<file path="config.mk">
export PLATFORM = sky130hd
export DESIGN_NAME = cacheline_burst_adaptor
export DESIGN_NICKNAME = d
export VERILOG_FILES = /design/src/rtl/cacheline_burst_adaptor.sv
export SDC_FILE = /design/constraint.sdc
export NUM_CORES = 1
export LEC_CHECK = 0
export ABC_CLOCK_PERIOD_IN_PS = 21500
export CAP_MARGIN = 25
export CORE_AREA = 5 5 277 279
export CTS_CLUSTER_SIZE = 8
export DETAILED_ROUTE_END_ITERATION = 10
export DIE_AREA = 0 0 282 284
export PLACE_DENSITY = 0.56
export SKIP_CTS_REPAIR_TIMING = 1
export SYNTH_ARGS = -nofsm -noshare
export SYNTH_HDL_FRONTEND = slang
export SYNTH_SLANG_ARGS = --single-unit
</file>
<file path="constraint.sdc">
create_clock -name clk -period 21.5 [get_ports clk]
set_clock_uncertainty 0.15 [all_clocks]
set_input_delay 4.3 -clock clk [delete_from_list [all_inputs] [get_ports clk]]
set_output_delay 4.3 -clock clk [all_outputs]
set_load 0.01 [all_outputs]
</file>
<file path="src/rtl/cacheline_burst_adaptor.sv">
// cacheline_burst_adaptor
//   Bridges a last-level cache that moves one full line per request onto a
//   burst memory that moves BURST_W bits per beat (BEATS = LINE_W/BURST_W).
//   A request is captured in IDLE, a counted read or write burst follows with
//   one beat per cycle in which resp_i is high, and resp_o then pulses once.
//
// Optional build macro: WRAP_BURST_EN
//   Defined   - critical-beat-first: the burst starts at the beat addressed by
//               address_i and wraps around the line; address_o keeps the
//               beat-offset bits.
//   Undefined - bursts always start at beat 0; address_o is line-aligned.
//
// Ports
//   clk, reset_n   clock, synchronous active-low reset
//   line_i         write line from the LLC, captured on write accept
//   line_o         assembled read line (registered), valid with resp_o
//   address_i      request byte address, captured on accept
//   read_i/write_i level request strobes, accepted in IDLE (read has priority)
//   resp_o         one-cycle completion pulse
//   burst_i        read beat data from memory, taken when resp_i is high in RD
//   burst_o        write beat data to memory, valid while write_o is high
//   address_o      captured, aligned address presented to memory
//   read_o/write_o memory strobes, high for the whole RD / WR state
//   resp_i         memory beat handshake, one beat per high cycle
module cacheline_burst_adaptor #(
    parameter int LINE_W  = 256,
    parameter int BURST_W = 64,
    parameter int ADDR_W  = 32
) (
    input  logic               clk,
    input  logic               reset_n,
    input  logic [LINE_W-1:0]  line_i,
    output logic [LINE_W-1:0]  line_o,
    input  logic [ADDR_W-1:0]  address_i,
    input  logic               read_i,
    input  logic               write_i,
    output logic               resp_o,
    input  logic [BURST_W-1:0] burst_i,
    output logic [BURST_W-1:0] burst_o,
    output logic [ADDR_W-1:0]  address_o,
    output logic               read_o,
    output logic               write_o,
    input  logic               resp_i
);

    localparam int BEATS      = LINE_W / BURST_W;
    localparam int CNT_W      = $clog2(BEATS);
    localparam int LINE_OFF_W = $clog2(LINE_W / 8);
    localparam int BEAT_OFF_W = $clog2(BURST_W / 8);

`ifdef WRAP_BURST_EN
    localparam int CLR_W = BEAT_OFF_W;
`else
    localparam int CLR_W = LINE_OFF_W;
`endif
    // Clears the address bits below the unit the memory transfers in.
    localparam logic [ADDR_W-1:0] ADDR_MASK = ~((ADDR_W'(1) << CLR_W) - ADDR_W'(1));

    localparam logic [1:0] S_IDLE = 2'd0;
    localparam logic [1:0] S_RD   = 2'd1;
    localparam logic [1:0] S_WR   = 2'd2;
    localparam logic [1:0] S_DONE = 2'd3;

    logic [1:0]        state_q, state_d;
    logic [CNT_W-1:0]  cnt_q, cnt_d;
    logic [CNT_W-1:0]  start_q, start_d;
    logic [ADDR_W-1:0] addr_q, addr_d;
    logic [LINE_W-1:0] line_q, line_d;
    logic [LINE_W-1:0] wline_q, wline_d;
    logic [CNT_W-1:0]  start_in;
    logic [CNT_W-1:0]  idx;
    logic              last_beat;

`ifdef WRAP_BURST_EN
    assign start_in = address_i[LINE_OFF_W-1:BEAT_OFF_W];
`else
    assign start_in = '0;
`endif

    // Beat slot within the line; the CNT_W-bit add wraps modulo BEATS.
    assign idx       = start_q + cnt_q;
    assign last_beat = (cnt_q == CNT_W'(BEATS - 1));

    always_comb begin
        state_d = state_q;
        cnt_d   = cnt_q;
        start_d = start_q;
        addr_d  = addr_q;
        line_d  = line_q;
        wline_d = wline_q;
        case (state_q)
            S_IDLE: begin
                if (read_i) begin
                    state_d = S_RD;
                    cnt_d   = '0;
                    start_d = start_in;
                    addr_d  = address_i & ADDR_MASK;
                end else if (write_i) begin
                    state_d = S_WR;
                    cnt_d   = '0;
                    start_d = start_in;
                    addr_d  = address_i & ADDR_MASK;
                    wline_d = line_i;
                end
            end
            S_RD: begin
                if (resp_i) begin
                    line_d[int'(idx)*BURST_W +: BURST_W] = burst_i;
                    cnt_d = cnt_q + 1'b1;
                    if (last_beat) state_d = S_DONE;
                end
            end
            S_WR: begin
                if (resp_i) begin
                    cnt_d = cnt_q + 1'b1;
                    if (last_beat) state_d = S_DONE;
                end
            end
            default: state_d = S_IDLE;
        endcase
    end

    always_ff @(posedge clk) begin
        if (!reset_n) begin
            state_q <= S_IDLE;
            cnt_q   <= '0;
            start_q <= '0;
            addr_q  <= '0;
            line_q  <= '0;
        end else begin
            state_q <= state_d;
            cnt_q   <= cnt_d;
            start_q <= start_d;
            addr_q  <= addr_d;
            line_q  <= line_d;
        end
    end

    // The captured write line is pure data: only meaningful while in WR,
    // and burst_o is gated to zero outside WR.
    always_ff @(posedge clk) begin
        wline_q <= wline_d;
    end

    assign read_o    = (state_q == S_RD);
    assign write_o   = (state_q == S_WR);
    assign resp_o    = (state_q == S_DONE);
    assign address_o = addr_q;
    assign line_o    = line_q;
    assign burst_o   = write_o ? wline_q[int'(idx)*BURST_W +: BURST_W] : '0;

endmodule

</file>
# --- Word level (Yosys, flattened, before mapping) ---
# Index checks and enable logic that the tools add are counted.
classes:
  add_sub_neg: 3
  mul: 0
  n_div: 0
  n_lt_le_gt_ge: 0
  n_eq_ne: 7
  n_shift: 3
  muxes: 13
  bitwise: 1
  n_reduce_logical: 9
ops:
  columns: ["operator", "count"]
  rows:
  - ["256-bit bitwise mux", 1]
  - ["64-bit by 33-bit variable shift with 256-bit output (first input constant)", 1]
  - ["256-bit by 9-bit indexed part select with 64-bit output", 1]
  - ["64-bit by 33-bit indexed part select with 256-bit output", 1]
  - ["32-bit two-way mux", 2]
  - ["64-bit two-way mux", 1]
  - ["8-bit negation with 33-bit output", 1]
  - ["2-bit two-way mux", 7]
  - ["3-bit AND reduction", 3]
  - ["2-bit case mux with 2 select lines", 2]
  - ["2-bit == test (second input constant)", 3]
  - ["2-bit by 1-bit != test with 1-bit output (second input constant)", 2]
  - ["2-bit AND reduction", 2]
  - ["2-bit nonzero test", 2]
  - ["3-bit != test (second input constant)", 1]
  - ["2-bit by 1-bit adder with 2-bit output (second input constant)", 1]
  - ["2-bit adder", 1]
  - ["2-bit by 1-bit == test with 1-bit output (second input constant)", 1]
  - ["2-bit zero test", 1]
  - ["2-bit OR reduction", 1]
  - ["1-bit inverter", 1]
word_totals:
  ff_bits: 550
  latch_bits: 0
  ramBits: 0
  mem_bits_ro: 0
  input_bits: 357
  wordCells: 42
  mem_count: 0

# --- Depth between registers and ports, before layout ---
logic_depth:
  depth_word: 4
  ltp_mapped: 9

# --- Least setup slack after synthesis ---
# OpenSTA, ideal clock, no wires.
synth_timing:
  path_type: "input to register"
  from: "input read_i"
  to: "register wline_q[0] (enable)"
  setup_ns: 0.649
  arrival_ns: 10.246
  required_ns: 20.701
  slack_ns: 10.455
  path_stages: 2
  path_buffers: 0
  cell_sequence: "nor2b_1 and2_1"
synth_via:
  elab_chain_len: 2
synth_rtl:
  columns: ["element", "line_no", "text"]
  rows:
  - ["from (decl)", "35", "input logic read_i,"]
  - ["1-bit inverter (no line)", null, null]
  - ["3-bit AND reduction (no line)", null, null]
  - ["to (signal assigned)", "142", "wline_q <= wline_d;"]
  - ["to (decl)", "69", "logic [LINE_W-1:0] wline_q, wline_d;"]
# Every way passes these cells.
# A chain may end at the register's enable or synchronous reset.

# --- Final worst setup path ---
layout_timing:
  from: "register cnt_q[0]"
  to: "output burst_o[22]"
layout_via:
  elab_chain_len: 3
layout_rtl:
  columns: ["element", "line_no", "text"]
  rows:
  - ["from (decl)", "65", "logic [CNT_W-1:0] cnt_q, cnt_d;"]
  - ["from (signal assigned)", "132", "cnt_q <= cnt_d;"]
  - ["2-bit adder", "81", "assign idx = start_q + cnt_q;"]
  - ["256-bit by 9-bit indexed part select with 64-bit output", "150", "assign burst_o = write_o ? wline_q[int'(idx)*BURST_W +: BURST_W] : '0;"]
  - ["64-bit two-way mux", "150", null]
  - ["to (decl)", "39", "output logic [BURST_W-1:0] burst_o,"]
# Every way passes these cells.

==> metrics.cfg <==
[sta]
max_freq_mhz = 123
final.min_clock_period_ps = 8100
fin_crit_sh_pct = 37.7
setup_ws_ps = 13400
worstMarginPinSlew_ps = 1060
setup_tns_ps = 0
hold_viol = 0
slew_violations = 0
setup_violations = 0
whs_ps = 302
slew_headroom_pct = 29.1
grt_setup_unrepaired = false

[detailed_routing]
vias_per_cell = 4.69
routed_wl_um = 71500
vias = 14000
drc = 0
ant_nets = 0
avgRoutedWirePerCell_um = 23.8
drtIter0Drc = 676
drt_first_pass_iters = 5

[placement]
place_ws_ps = 13680
place_hpwl_um = 50200
dp.cells = 2887
gp_congestion = 0.852
io_buffers = 701

[final_layout]
area_delta_synth_final_pct = 51.3
fill_cells = 6922
drive_gt1_share_pct = 12.4
nNetsFinal = 2365
register_area_sq_um = 13400
stdcell_count = 2998
multi_input_area_sq_um = 5410

[yosys]
synth_edf_count = 256
yosysWarnings = 0
synthTopCellsByCount = dfxtp_1 (287), edfxtp_1 (256), a22o_1 (128), nand2_1 (123), nand3_1 (67)
synth_largest_area_cell = edfxtp_1
postSynth.asyncResetShare_pct = 0
syn_avg_cell_area_sq_um = 14.9
yosysSeqAreaShare_pct = 69.0
synthDominantCellAreaShare_pct = 39.5
post-synth-top-count-cell = dfxtp_1
syn-cell-area_sq_um = 19500
synth_area_leaders = edfxtp_1 (39%), dfxtp_1 (30%), mux4_2 (7.4%)
synth.distinct_cells = 39
synthCells = 1302
synth.ff_latch_count = 543
dominantRegCellSynth = dfxtp_1

[global_routing]
antenna_found_initial = 14
grt_max_degree = 82
grt_pass1_vias = 14700
grt_pass1_wl_um = 102000
grt-ovfl-total = 0
grt_usage_pct = 17.0

[worst_setup_path]
path_class = reg2out
cp_num_buf_inv = 2
critPathTopFamily = buffers and inverters
cp_slowest_stage_delay_ps = 830
worstPathRequired_ps = 17050
crit_slowest_cell = dfxtp_4
start_kind = register
crit_fanout = 36
cp-end-kind = primary output
arrival_ps = 3650
cp_cell_sequence = buf_4 -> mux4_2 -> and2_1 -> clkdlybuf4s50_1

[floorplanning]
dieArea_sq_um = 80100
io_pins = 712
die_y_um = 284
rows = 100
start_util_pct = 26.3
core_area_sq_um = 73900
die_w_um = 282

[pwr]
finalPower_uw = 2910
ir_worst_vdd_uv = 53.6
leakage_uw = 0.0103
power_density_nw_per_um2 = 98.9

[clock_network]
numCtsBuffers = 78
path_clk_slew_ps = 50
cts_tree = yes
cts_sinks = 543
h-tree-depth = 3
insertion_delay_ps = 580
clockRootBuffer = clkbuf_16
cts_buffer_depth = 3

[hold_path]
hold_class = reg2reg

[flow_run]
cap_violations = 0

[outcome]
status = finished clean

[metal layers]
layer	vias up	global-route usage, %	wire length, um
met3	143	4.92	5510
met1	6994	18.8	25800
li1	6352	-	-
met2	560	30.1	37400
met5	-	0	0
met4	0	7.97	2810
[worst paths after layout]
kind | start | to | slack (ps) | cells after the start
max | cnt_q[0]$_SDFFE_PN0P_ | burst_o[22] | 13400 | 4
min | line_o[173]$_SDFFE_PN0P_ | line_o[173]$_SDFFE_PN0P_ | 300 | 2
min reg2reg | line_o[173]$_SDFFE_PN0P_ | line_o[173]$_SDFFE_PN0P_ | 300 | 2
max reg2reg | state_q[0]$_SDFFE_PN0P_ | wline_q[145]$_DFFE_PP_ | 17790 | 6
[kinds of logic (layout without fill, tap and decap cells)]
logic type / Yosys count / after routing / synth area share (%)
DFF: 543 / 543 / 69.0
AOI/OAI and AO/OA: 291 / 291 / 12.0
buffers and inverters: 114 / 826 / 3.36
muxes: 67 / 67 / 7.56
other: 1 / 16 / 0.0193
and+or+nand+nor: 276 / 276 / 7.35
adders and majority gates: 10 / 10 / 0.643
[metrics by stage]
step                      cell area, sq um  utilization [%]
after floorplan                      19500                -
after global placement               27200             36.8
after detailed placement             27200             36.8
after CTS                            29400             39.8
after global routing                 29400             39.8
final                                29400             39.8
[power by group]
part / leakage (uW) / internal (uW) / total [uW] / switching [uW]
sequential: 0.00469 / 1180 / 1230 / 45.6
clock: 0.00105 / 668 / 1110 / 441
combinational: 0.00457 / 291 / 574 / 283
total: 0.0103 / 2140 / 2910 / 769
[final cells by class]
class | instances | share of cell area, %
Clock inverter | 7 | 0.340
Antenna cell | 11 | 0.0935
Timing Repair Buffer | 721 | 24.3
Clock buffer | 93 | 7.00
Sequential cell | 543 | 45.7
Multi-Input combinational cell | 649 | 18.4
Tap cell | 969 | 4.12
Inverter | 5 | 0.0638
[worst min-delay path: cells and delay by family (launching register included)]
family | cells | cell delay (ps)
simple gates | 1 | 60
compound gates | 1 | 50
flops | 1 | 300
[sequential cells by signal (all words and copies together), names as in the netlist]
signal	cells
address_o	27
cnt_q	2
line_o	256
state_q	2
wline_q	256
[cells in the final DEF (no fill, tap or decap), types with 21 or more instances in the layout]
master and instances:
o21ai_0 42, dfxtp_1 285, clkbuf_16 80, a32o_2 60, o21ai_1 25, edfxtp_1 256, a22o_1 128, clkdlybuf4s50_1 700
a21oi_1 29, mux4_2 64, nand2_1 123, and2_1 64, buf_4 21, nand3_1 66
No activity file was read; power rests on OpenSTA's default activity.
